**src/rtl/tlb_unit_if.sv**
```systemverilog
// tlb_unit_if: groups the lookup request/response, refill and flush
// signals exchanged between the pipeline and a tlb_unit instance.
//   master : pipeline/control side (drives requests, refills, flush)
//   slave  : TLB side (drives responses and the miss indication)
// Signals:
//   req_valid, vaddr, supervisor     lookup request and translation bypass
//   TLB_WRITE, write_vpn, write_ppn  refill strobe and the entry to install
//   flush                            invalidate every entry
//   resp_valid, paddr                registered translation result
//   TLB_MISS, miss_vaddr             registered miss flag and faulting address
interface tlb_unit_if #(
  parameter int PAGE_BITS = 12
);
  localparam int PN_W = 32 - PAGE_BITS;

  logic            req_valid;
  logic [31:0]     vaddr;
  logic            supervisor;
  logic            TLB_WRITE;
  logic [PN_W-1:0] write_vpn;
  logic [PN_W-1:0] write_ppn;
  logic            flush;
  logic            resp_valid;
  logic [31:0]     paddr;
  logic            TLB_MISS;
  logic [31:0]     miss_vaddr;

  modport master (
    output req_valid, vaddr, supervisor, TLB_WRITE, write_vpn, write_ppn, flush,
    input  resp_valid, paddr, TLB_MISS, miss_vaddr
  );

  modport slave (
    input  req_valid, vaddr, supervisor, TLB_WRITE, write_vpn, write_ppn, flush,
    output resp_valid, paddr, TLB_MISS, miss_vaddr
  );
endinterface

```
**src/rtl/tlb_unit.sv**
```systemverilog
// tlb_unit: fully associative address-translation buffer. Translates vaddr
// to paddr with one cycle of latency, raises TLB_MISS and holds it until a
// TLB_WRITE refill arrives, and accepts refills/flushes in any state.
// Ports:
//   clk    single clock
//   reset  synchronous active-high reset
//   bus    tlb_unit_if slave modport (request, refill, flush, response, miss)
module tlb_unit #(
  parameter int ENTRIES   = 8,
  parameter int PAGE_BITS = 12
) (
  input logic       clk,
  input logic       reset,
  tlb_unit_if.slave bus
);
  localparam int PN_W  = 32 - PAGE_BITS;
  localparam int IDX_W = $clog2(ENTRIES);

  typedef enum logic {IDLE, MISS} state_e;

  state_e             state_q, state_d;
  logic [ENTRIES-1:0] valid_q, valid_d;
  logic [PN_W-1:0]    vpn_q [ENTRIES];
  logic [PN_W-1:0]    ppn_q [ENTRIES];
  logic [IDX_W-1:0]   rrPtr_q, rrPtr_d;
  logic               respValid_q, respValid_d;
  logic [31:0]        paddr_q, paddr_d;
  logic [31:0]        missVaddr_q, missVaddr_d;

  logic [PN_W-1:0]    reqVpn;
  logic               lookupHit;
  logic [PN_W-1:0]    lookupPpn;
  logic               fwdHit;
  logic [ENTRIES-1:0] baseValid;
  logic               matchFound, freeFound, useRr;
  logic [IDX_W-1:0]   matchIdx, freeIdx, victim;

  assign reqVpn = bus.vaddr[31:PAGE_BITS];
  assign fwdHit = bus.TLB_WRITE && (bus.write_vpn == reqVpn);

  // Parallel compare against the stored (pre-write, pre-flush) entries.
  always_comb begin
    lookupHit = 1'b0;
    lookupPpn = '0;
    for (int i = 0; i < ENTRIES; i++) begin
      if (valid_q[i] && (vpn_q[i] == reqVpn)) begin
        lookupHit = 1'b1;
        lookupPpn = ppn_q[i];
      end
    end
  end

  // Victim selection sees the post-flush valid bits so a same-cycle flush
  // and refill lands in entry 0. Scanning downward leaves the lowest free index.
  always_comb begin
    baseValid  = bus.flush ? '0 : valid_q;
    matchFound = 1'b0;
    matchIdx   = '0;
    freeFound  = 1'b0;
    freeIdx    = '0;
    for (int i = ENTRIES - 1; i >= 0; i--) begin
      if (baseValid[i] && (vpn_q[i] == bus.write_vpn)) begin
        matchFound = 1'b1;
        matchIdx   = IDX_W'(i);
      end
      if (!baseValid[i]) begin
        freeFound = 1'b1;
        freeIdx   = IDX_W'(i);
      end
    end
    useRr   = !matchFound && !freeFound;
    victim  = matchFound ? matchIdx : (freeFound ? freeIdx : rrPtr_q);
    valid_d = baseValid;
    rrPtr_d = bus.flush ? '0 : rrPtr_q;
    if (bus.TLB_WRITE) begin
      valid_d[victim] = 1'b1;
      if (useRr) begin
        rrPtr_d = rrPtr_q + IDX_W'(1);
      end
    end
  end

  // Next-state and response logic; only a refill strobe leaves MISS.
  always_comb begin
    state_d     = state_q;
    respValid_d = 1'b0;
    paddr_d     = paddr_q;
    missVaddr_d = missVaddr_q;
    case (state_q)
      IDLE: begin
        if (bus.req_valid) begin
          if (bus.supervisor) begin
            respValid_d = 1'b1;
            paddr_d     = bus.vaddr;
          end else if (fwdHit) begin
            respValid_d = 1'b1;
            paddr_d     = {bus.write_ppn, bus.vaddr[PAGE_BITS-1:0]};
          end else if (lookupHit) begin
            respValid_d = 1'b1;
            paddr_d     = {lookupPpn, bus.vaddr[PAGE_BITS-1:0]};
          end else begin
            state_d     = MISS;
            missVaddr_d = bus.vaddr;
          end
        end
      end
      MISS: begin
        if (bus.TLB_WRITE) begin
          state_d = IDLE;
        end
      end
      default: state_d = IDLE;
    endcase
  end

  always_ff @(posedge clk) begin
    if (reset) begin
      state_q     <= IDLE;
      valid_q     <= '0;
      rrPtr_q     <= '0;
      respValid_q <= 1'b0;
      paddr_q     <= '0;
      missVaddr_q <= '0;
    end else begin
      state_q     <= state_d;
      valid_q     <= valid_d;
      rrPtr_q     <= rrPtr_d;
      respValid_q <= respValid_d;
      paddr_q     <= paddr_d;
      missVaddr_q <= missVaddr_d;
    end
  end

  // Tag/data storage needs no reset: nothing is visible until its valid bit is set.
  always_ff @(posedge clk) begin
    if (bus.TLB_WRITE) begin
      vpn_q[victim] <= bus.write_vpn;
      ppn_q[victim] <= bus.write_ppn;
    end
  end

  assign bus.resp_valid = respValid_q;
  assign bus.paddr      = paddr_q;
  assign bus.TLB_MISS   = (state_q == MISS);
  assign bus.miss_vaddr = missVaddr_q;
endmodule

```
**src/flat_wrapper.sv**
```systemverilog
// flat-port wrapper written by rule: the top's interface ports become plain ports
module tlb_unit_flat 
#(
  parameter int ENTRIES   = 8,
  parameter int PAGE_BITS = 12
)
  (clk, reset, bus_req_valid, bus_vaddr, bus_supervisor, bus_TLB_WRITE, bus_write_vpn, bus_write_ppn, bus_flush, bus_resp_valid, bus_paddr, bus_TLB_MISS, bus_miss_vaddr);
  tlb_unit_if #(.PAGE_BITS(PAGE_BITS)) bus_i ();
  input logic clk;
  input logic reset;
  input wire logic [$bits(bus_i.req_valid)-1:0] bus_req_valid;
  input wire logic [$bits(bus_i.vaddr)-1:0] bus_vaddr;
  input wire logic [$bits(bus_i.supervisor)-1:0] bus_supervisor;
  input wire logic [$bits(bus_i.TLB_WRITE)-1:0] bus_TLB_WRITE;
  input wire logic [$bits(bus_i.write_vpn)-1:0] bus_write_vpn;
  input wire logic [$bits(bus_i.write_ppn)-1:0] bus_write_ppn;
  input wire logic [$bits(bus_i.flush)-1:0] bus_flush;
  output wire logic [$bits(bus_i.resp_valid)-1:0] bus_resp_valid;
  output wire logic [$bits(bus_i.paddr)-1:0] bus_paddr;
  output wire logic [$bits(bus_i.TLB_MISS)-1:0] bus_TLB_MISS;
  output wire logic [$bits(bus_i.miss_vaddr)-1:0] bus_miss_vaddr;
  assign bus_i.req_valid = bus_req_valid;
  assign bus_i.vaddr = bus_vaddr;
  assign bus_i.supervisor = bus_supervisor;
  assign bus_i.TLB_WRITE = bus_TLB_WRITE;
  assign bus_i.write_vpn = bus_write_vpn;
  assign bus_i.write_ppn = bus_write_ppn;
  assign bus_i.flush = bus_flush;
  assign bus_resp_valid = bus_i.resp_valid;
  assign bus_paddr = bus_i.paddr;
  assign bus_TLB_MISS = bus_i.TLB_MISS;
  assign bus_miss_vaddr = bus_i.miss_vaddr;
  tlb_unit #(.ENTRIES(ENTRIES), .PAGE_BITS(PAGE_BITS)) u_core (.clk(clk), .reset(reset), .bus(bus_i));
endmodule
```
**config.mk**
```make
export PLATFORM = sky130hd
export DESIGN_NAME = tlb_unit_flat
export DESIGN_NICKNAME = d
export VERILOG_FILES = /design/src/rtl/tlb_unit_if.sv /design/src/rtl/tlb_unit.sv /design/src/flat_wrapper.sv
export SDC_FILE = /design/constraint.sdc
export NUM_CORES = 1
export LEC_CHECK = 0
export CAP_MARGIN = 20
export CORE_ASPECT_RATIO = 1.2
export CORE_UTILIZATION = 50
export CTS_CLUSTER_DIAMETER = 50
export DETAILED_ROUTE_END_ITERATION = 10
export PLACE_DENSITY = 0.66
export SYNTH_ARGS = -nofsm -noshare
export SYNTH_HDL_FRONTEND = slang
export SYNTH_SLANG_ARGS = --single-unit
```
**constraint.sdc**
```tcl
create_clock -name clk -period 6.3 [get_ports clk]
set_clock_uncertainty 0.1 [all_clocks]
set_input_delay 0.63 -clock clk [delete_from_list [all_inputs] [get_ports clk]]
set_output_delay 0.63 -clock clk [all_outputs]
set_load 0.05 [all_outputs]
```
Word-level counts from Yosys, hierarchy flattened:

Memories as Yosys holds them, arrays and structs flattened.
Index checks and enable logic that the tools add are counted.

* bits in registers: 77
* memory bits (writable): 320
* input port bits: 78
* output and inout bits: 66
* logic and storage cells: 130
* memories: 2

Memories
* u_core.ppn_q: depth 8, width 20, rd ports 8, clocked after memory_dff 0, write ports 1, RTL line tlb_unit.sv:24 `logic [PN_W-1:0] ppn_q [ENTRIES];`
* u_core.vpn_q: depth 8, width 20, rd ports 8, clocked after memory_dff 0, write ports 1, RTL line tlb_unit.sv:23 `logic [PN_W-1:0] vpn_q [ENTRIES];`

* add/sub/neg operators: 1
* order comparisons: 2
* eq/ne operators: 17
* multiplexer cells: 71
* bitwise operators: 6
* reductions and logical operators: 25

Operator list (number)
* 20-bit equality test: 17
* 20-bit two-way mux: 8
* 32-bit two-way mux: 3
* 3-bit two-way mux: 21
* 1-bit two-way mux: 35
* 1-bit logical AND: 19
* 8-bit two-way mux: 2
* 8-bit bitwise OR: 1
* 1-bit NOT: 5
* 5-bit AND reduction: 1
* 3-bit by 4-bit less-than comparator with 1-bit output, second input constant: 1
* 3-bit by 1-bit adder with 3-bit output, second input constant: 1
* 1-bit demux with 3-bit select: 1
* 3-bit by 1-bit >= comparator with 1-bit output, second input constant: 1
* 3-bit AND reduction: 1
* 3-bit nonzero test: 1
* 3-bit OR reduction: 1
* 1-bit logical NOT: 2
* 1-bit case mux with 2 select lines: 1

Logic depth before layout (Yosys ltp):

Gate-level depths: netlist of run 1.

* depth after elaboration: 17
* gate-level depth with buffers: 11
* gate-level depth less buffers: 8

Least setup slack after synthesis of run 1:

Ideal clock, no wire load.

* kind: input to register
* start: input bus_write_vpn[10]
* end: memory u_core.ppn_q[2][0] (netlist name), enable pin
* library setup time: 0.438 ns
* arrival time: 4.179 ns
* data required time: 5.762 ns
* setup slack: 1.583 ns
* cell stages on the path: 9
* path buffers: 1
* cells stage by stage: buf_4 > xor2_1 > nor4_1 > nand4_1 > nor4_1 > nor2_1 > a311oi_1 > nand3_1 > nor2_1

* word-level cells in the longest chain between the ends: 11
* elaborated cells between the ends (all ways): 33
* those cells by class: eq/ne (8); mux (17); reduce/logical (8)

RTL lines
* start: declaration: RTL line flat_wrapper.sv:15 `input wire logic [$bits(bus_i.write_vpn)-1:0] bus_write_vpn;`
* 20-bit equality test: RTL line tlb_unit.sv:62 `if (baseValid[i] && (vpn_q[i] == bus.write_vpn)) begin`
* 1-bit logical AND: RTL line tlb_unit.sv:62
* 3-bit two-way mux / 1-bit two-way mux (equally long branches) (8 in series): RTL line tlb_unit.sv:62
* 3-bit two-way mux (*): RTL line tlb_unit.sv:72 `victim = matchFound ? matchIdx : (freeFound ? freeIdx : rrPtr_q);`
* end: declaration: RTL line tlb_unit.sv:24

Every way passes the cells marked *; elsewhere a longest branch is shown, timed or not.

Final worst setup path of run 1:

* start: input bus_write_vpn[9]
* end: memory u_core.ppn_q[7][12] (netlist name), enable pin

Same word-level chain as after synthesis.

==> results.yml, run 1 <==
outcome:
  run_status: "finished clean"
sta:
  slew_headroom_pct: 20.9
  hold_violations: 0
  finalWorstPathRequiredPeriod_ps: 4730
  setup_viol_count_final: 0
  fmaxAchievable_ghz: 0.212
  totalNegativeSetupSlack_ps: 0
  worst_slew_pin_slew_ps: 1180
  layout_worst_path_cycle_share_pct: 75.0
  slew_viol_final: 0
  rsz0062_at_grt: "false"
global_routing:
  pin_count_of_the_biggest_net_entering_global_routing: 82
  grt_pass1_vias: 12757
  global_route.overflow_total: 0
  initial_antenna_violation_count: 0
  grt_usage_pct: 30.0
  grt_first_pass_wirelength_um: 81800
placed_design:
  numPlacedInstances: 2038
  buffer_ports.inserted: 143
  gpl.final_weighted_congestion: 0.989
  place_hpwl_um: 37800
synthesis:
  yosys.area_share.adder_pct: 0.0680
  synth_xor_area_share_pct: 16.2
  seq_area_frac_synth_pct: 60.6
  syn-mean-instance-area_sq_um: 12.7
  synth_compound_gate_area_share_pct: 6.60
  synth.largest_area_cell: "sky130_fd_sc_hd__edfxtp_1"
  synth-async-reset-ratio_pct: 0
  synth_area_sq_um: 18400
  synth_top_family_by_area: "XOR/XNOR gates"
  yosys_warnings: 0
  count_of_cell_types_in_the_netlist: 53
  syn-instance-count: 1449
  syn_nets: 1528
  register_bit_count_reported_by_yosys: 397
  post-synth-top-area-fraction_pct: 52.2
  synth.top_cells.by_area: "sky130_fd_sc_hd__edfxtp_1 52%, sky130_fd_sc_hd__xnor2_1 8.4%, sky130_fd_sc_hd__dfxtp_1 8.4%"
  synthMuxAreaShare_pct: 2.51
  ys.flop_type: "sky130_fd_sc_hd__edfxtp_1"
  synth-simple-area-share_pct: 10.9
  synth-edff-count: 320
worst_setup_path:
  cp-start-kind: "primary input"
  crit_path_end_kind: "register"
  critPathMaxFanout: 24
  timing.setup.critical_path_class: "in -> reg"
  cp_data_arrival_time_ps: 4870
  critical_path_required_ps: 6450
routing:
  totalWireLength_um: 55900
  dr_total_vias: 12784
  remaining_drc_errors: 0
  drtAntennaViolNets: 0
  drt_iter0_drc: 1151
  drt-wirelength-per-cell_um: 26.4
  post_drt_via_cell_ratio: 6.03
  drt_first_pass_iters: 5
final_layout:
  final_cells: 2119
  final_layout_size_suffix_gt1_share_pct: 9.93
  antenna_cells_inserted: 0
  register_area_sq_um: 11200
  most-common-layout-cells: "320 x sky130_fd_sc_hd__edfxtp_1, 177 x sky130_fd_sc_hd__xnor2_1, 163 x sky130_fd_sc_hd__xor2_1"
  fill_cells: 2850
  fin_util_pct: 60.7
  syn_to_final_growth_pct: 19.0
  multiInputGateArea_sq_um: 6720
  layout.cells.most_common: "sky130_fd_sc_hd__edfxtp_1"
  fin_nets: 1696
power_and_ir_drop:
  internal_power_mw: 4.61
  power_density_nw_per_um2: 276
  seqPwrFrac_pct: 48.1
  clockPowerShare_pct: 42.3
  p_switching_mw: 1.44
  irDropWorstVdd_mv: 0.221
  design_power_total_mw: 6.05
  combinationalPowerShare_pct: 9.6
  static-leakage-power_nw: 7.17
  swShare_pct: 23.7
floorplanning:
  floorplan.core_area_sq_um: 36000
  row_count: 76
  io_pins: 144
  chipWidth_um: 177
  floorplan.initialDensity_pct: 51.1
  die_height_um: 212
  die_area_sq_um: 37600
clock_tree:
  cells_resized_by_post_cts_repair: 0
  cts_hold_repair.buffers: 0
  cts_max_level: 2
  clk_root_buffer_cell: "sky130_fd_sc_hd__clkbuf_16"
  cts_post_setup_buffers_inserted: 0
  clkSinkCount: 397
  cts-buffers-inserted: 44
  worst_skew_pair_later_pin_latency_ps: 550
  clk_transition_reported_paths_ps: 60
  clock_path_buffers: 3
  clock_tree_from_tritoncts: "built"
flow_run:
  max_cap_viol_count: 0
hold_path:
  hold_path_class: "reg -> reg"
## Yosys cell counts, types with 20 or more instances
library cell               instances
sky130_fd_sc_hd__nand2_1          65
sky130_fd_sc_hd__a211oi_1         43
sky130_fd_sc_hd__a21oi_1          23
sky130_fd_sc_hd__mux2i_1          45
sky130_fd_sc_hd__nand4_1          68
sky130_fd_sc_hd__o21ai_0          24
sky130_fd_sc_hd__dfxtp_1          77
sky130_fd_sc_hd__nand3_1          20
sky130_fd_sc_hd__nor4_1           51
sky130_fd_sc_hd__clkbuf_1         39
sky130_fd_sc_hd__buf_4            35
sky130_fd_sc_hd__a311oi_1         22
sky130_fd_sc_hd__xnor2_1         177
sky130_fd_sc_hd__edfxtp_1        320
sky130_fd_sc_hd__nor2_1          125
sky130_fd_sc_hd__xor2_1          163
## power groups by stage
stage | clock network, mW | logic [mW] | registers (mW)
2_1_floorplan | 0 | 0.251 | 3.04
3_3_place_gp | 0 | 0.569 | 2.96
3_5_place_dp | 0 | 0.573 | 2.96
4_1_cts | 2.59 | 0.577 | 2.91
5_1_grt | 2.69 | 0.607 | 2.91
6_report | 2.56 | 0.581 | 2.91
## final timing paths
kind | from | end | slack (ps) | depth (start not counted)
max | bus_write_vpn[9] | u_core.ppn_q[7][12] | 1570 | 10
min | u_core.bus.miss_vaddr[26] | u_core.bus.miss_vaddr[26] | 400 | 2
max reg2reg | u_core.vpn_q[2][1] | u_core.vpn_q[3][16] | 2310 | 9
min reg2reg | u_core.bus.miss_vaddr[26] | u_core.bus.miss_vaddr[26] | 400 | 2
## per-stage QoR
stage / worst slack, ps / hold WS, ps / area (sq um)
global route: 1310 / 417 / 21900
finish: 1570 / 395 / 21900
detailed placement: 1120 / 384 / 20400
CTS: 1690 / 401 / 21900
global placement: 1170 / 374 / 20400
floorplan: 1580 / 368 / 18400
## final cells by class
class | count | area share (%)
well taps | 468 | 2.68
multi-input cells | 953 | 30.7
clock buffers | 59 | 5.71
inverters | 8 | 0.137
repair buffers | 213 | 8.95
clock inverters | 21 | 0.886
flip-flops and latches | 397 | 50.9
## flip-flops by register name (all words and copies together) (netlist names)
| register | count |
|---|---|
| u_core.valid_q | 8 |
| u_core.rrPtr_q | 3 |
| u_core.vpn_q | 160 |
| u_core.bus.resp_valid | 1 |
| u_core.bus.paddr | 32 |
| u_core.bus.TLB_MISS | 1 |
| u_core.ppn_q | 160 |
| u_core.bus.miss_vaddr | 32 |
## routing by layer
metal | track usage [%] | vias up | wire length [um]
met2 | 49.8 | 575 | 27200
met1 | 37.6 | 6389 | 22000
met5 | 0 | - | 0
met4 | 16.6 | 0 | 3210
li1 | - | 5659 | -
met3 | 4.52 | 161 | 3430
## cell families (layout without fill, tap and decap cells)
kind of cell	count (synthesis)	count (layout)
mux	46	46
simple gates	393	393
xor+xnor	340	340
flops	397	397
compound gates	173	173
buf+inv	99	301
fa+ha+maj	1	1
## worst max-delay path: stages
cell and delay, ps:
sky130_fd_sc_hd__clkdlybuf4s50_1 1200, sky130_fd_sc_hd__xnor2_1 200, sky130_fd_sc_hd__nand4_1 110, sky130_fd_sc_hd__or3_1 330, sky130_fd_sc_hd__nor4_1 500, sky130_fd_sc_hd__nor4_1 210
sky130_fd_sc_hd__a2111oi_2 610, sky130_fd_sc_hd__o211ai_1 230, sky130_fd_sc_hd__inv_2 520, sky130_fd_sc_hd__buf_4 310
(Power assumes the default switching activity.)
==> run 2: changes to the inputs <==
==> constraint.sdc (replaced) <==
create_clock -name clk -period 4.8 [get_ports clk]
set_clock_uncertainty 0.1 [all_clocks]
set_input_delay 0.48 -clock clk [delete_from_list [all_inputs] [get_ports clk]]
set_output_delay 0.48 -clock clk [all_outputs]
set_load 0.05 [all_outputs]
==> run 2 against run 1 <==
Against the previous run: routed wire length grew 1.2%; highest routed layer unchanged; clock-buffer cell count grew 2; sequential share of layout area shrank 0.83 points; hold slack lost 3.1 ps; register-to-register slack lost 1100 ps; critical endpoint is now u_core.ppn_q[7][1]; non-clock buffer count grew 29; critical path depth is the same; total power grew 30%; final area grew 1.7%; setup slack lost 740 ps.
==> results.yml, run 2 (synthesis results as in run 1) <==
final_layout:
  syn_to_final_growth_pct: 20.9
  final_cells: 2144
  most-common-layout-cells: "320 x sky130_fd_sc_hd__edfxtp_1, 177 x sky130_fd_sc_hd__xnor2_1, 163 x sky130_fd_sc_hd__xor2_1"
  post-route-cell-area_sq_um: 22300
  fin_nets: 1723
  layout.cells.most_common: "sky130_fd_sc_hd__edfxtp_1"
  final_layout_size_suffix_gt1_share_pct: 11.3
  largest_registers_in_the_final_layout: "u_core.ppn_q x160, u_core.vpn_q x160"
  antenna_cells_inserted: 0
  fin_util_pct: 61.7
hold_path:
  timing.hold.worst_path_depth: 2
  hold_path_class: "reg -> reg"
  holdCritStartpoint: "u_core.bus.miss_vaddr[12]"
  holdPathEnd: "u_core.bus.miss_vaddr[12]"
sta:
  finalWorstPathRequiredPeriod_ps: 3960
  slew_viol_final: 0
  slew_headroom_pct: 29.9
  setup_slack_ps: 838
  fmaxAchievable_ghz: 0.252
  worst_slew_pin_slew_ps: 1050
  hold_ws_ps: 392
  layout_worst_path_cycle_share_pct: 82.6
  totalNegativeSetupSlack_ps: 0
  hold_violations: 0
  rsz0062_at_grt: "false"
  setup_viol_count_final: 0
power_and_ir_drop:
  power_density_nw_per_um2: 354
  static-leakage-power_nw: 7.33
  combinationalPowerShare_pct: 9.9
  seqPwrFrac_pct: 48.4
  swShare_pct: 23.6
  p_switching_mw: 1.86
  clockPowerShare_pct: 41.7
  irDropWorstVdd_mv: 0.342
  design_power_total_mw: 7.89
  internal_power_mw: 6.03
clock_tree:
  cts-buffers-inserted: 42
  worst_skew_pair_later_pin_latency_ps: 540
  clock_path_buffers: 3
  clkSinkCount: 397
  cts_max_level: 2
  cts_post_setup_buffers_inserted: 0
  clock_tree_from_tritoncts: "built"
  clk_root_buffer_cell: "sky130_fd_sc_hd__clkbuf_16"
  clk_transition_reported_paths_ps: 60
  cts_hold_repair.buffers: 0
  cells_resized_by_post_cts_repair: 0
floorplanning:
  io_pins: 144
  die_area_sq_um: 37600
  chipWidth_um: 177
  floorplan.core_area_sq_um: 36000
  row_count: 76
  floorplan.initialDensity_pct: 51.1
  die_height_um: 212
global_routing:
  grt_pass1_vias: 12829
  met2_track_utilization_from_global_routing_pct: 51.8
  grt_usage_pct: 30.5
  initial_antenna_violation_count: 0
  grt_first_pass_wirelength_um: 83300
  global_route.overflow_total: 0
  gr-max-usage-layer: "met2"
  pin_count_of_the_biggest_net_entering_global_routing: 48
  globalRouteMet3Util_pct: 3.54
  grt_util_met1_pct: 39.5
placed_design:
  place_hpwl_um: 38500
  buffer_ports.inserted: 143
  place_ws_ps: 336
  postPlaceCellArea_sq_um: 20900
  gpl.final_weighted_congestion: 1.01
  numPlacedInstances: 2068
worst_setup_path:
  cell_depth_of_the_worst_flop_to_flop_path: 9
  critPathMaxFanout: 34
  cp_data_arrival_time_ps: 4080
  worst_r2r_startpoint: "u_core.vpn_q[7][2]"
  reg2reg_slack_ps: 1240
  timing.setup.critical_path_class: "in -> reg"
  cp-start-kind: "primary input"
  critical_path_required_ps: 4920
  r2r_endpoint: "u_core.ppn_q[7][1]"
  crit_path_end_kind: "register"
outcome:
  run_status: "finished clean"
routing:
  drt-wirelength-per-cell_um: 26.4
  drt_first_pass_iters: 5
  remaining_drc_errors: 0
  drt_iter0_drc: 1135
  drtAntennaViolNets: 0
  dr_total_vias: 12893
  post_drt_via_cell_ratio: 6.01
  totalWireLength_um: 56500
flow_run:
  max_cap_viol_count: 0
==> run 2: worst max-delay path by stage <==
stage / endpoint / cells past startpoint / startpoint / slack [ps]
floorplan: u_core.ppn_q[2][0] / 9 / bus_write_vpn[10] / 230
global placement: u_core.ppn_q[5][19] / 10 / bus_write_vpn[4] / 360
detailed placement: u_core.vpn_q[0][14] / 10 / bus_write_vpn[4] / 340
CTS: u_core.vpn_q[7][19] / 10 / bus_write_vpn[4] / 870
global route: u_core.vpn_q[5][14] / 10 / bus_write_vpn[4] / 720
finish: u_core.ppn_q[7][1] / 10 / bus_write_vpn[4] / 840
==> run 2: cell type report <==
class | instances | area (sq um)
multi-input cells | 953 | 6720
clock inverters | 15 | 161
well taps | 468 | 586
repair buffers | 242 | 2370
flip-flops and latches | 397 | 11200
inverters | 8 | 30.0
clock buffers | 61 | 1230
fillers | 2861 | 13800
==> run 2: worst max-delay path, stage by stage <==
cell and delay [ps]:
sky130_fd_sc_hd__clkdlybuf4s50_1 920, sky130_fd_sc_hd__buf_4 350, sky130_fd_sc_hd__xor2_1 90, sky130_fd_sc_hd__nor4_1 560, sky130_fd_sc_hd__and4_1 330, sky130_fd_sc_hd__nor4_1 100, sky130_fd_sc_hd__a2111oi_2 600, sky130_fd_sc_hd__o211ai_1 250
sky130_fd_sc_hd__inv_2 140, sky130_fd_sc_hd__buf_12 250
==> run 2: power groups by stage <==
stage	Combinational, mW	Clock (mW)	Sequential (mW)
after floorplan	0.330	0	3.99
after global placement	0.766	0	3.89
after detailed placement	0.772	0	3.89
after CTS	0.776	3.32	3.82
after global routing	0.815	3.46	3.82
final	0.779	3.29	3.82
==> run 2: metal layers <==
layer  share of wire [%]  wire length (um)  up-vias
met1                  40             22500     6478
met2                  49             27900      580
met5                   0                 0        -
met4                 4.4              2490        0
met3                 6.5              3650      127
li1                    -                 -     5708
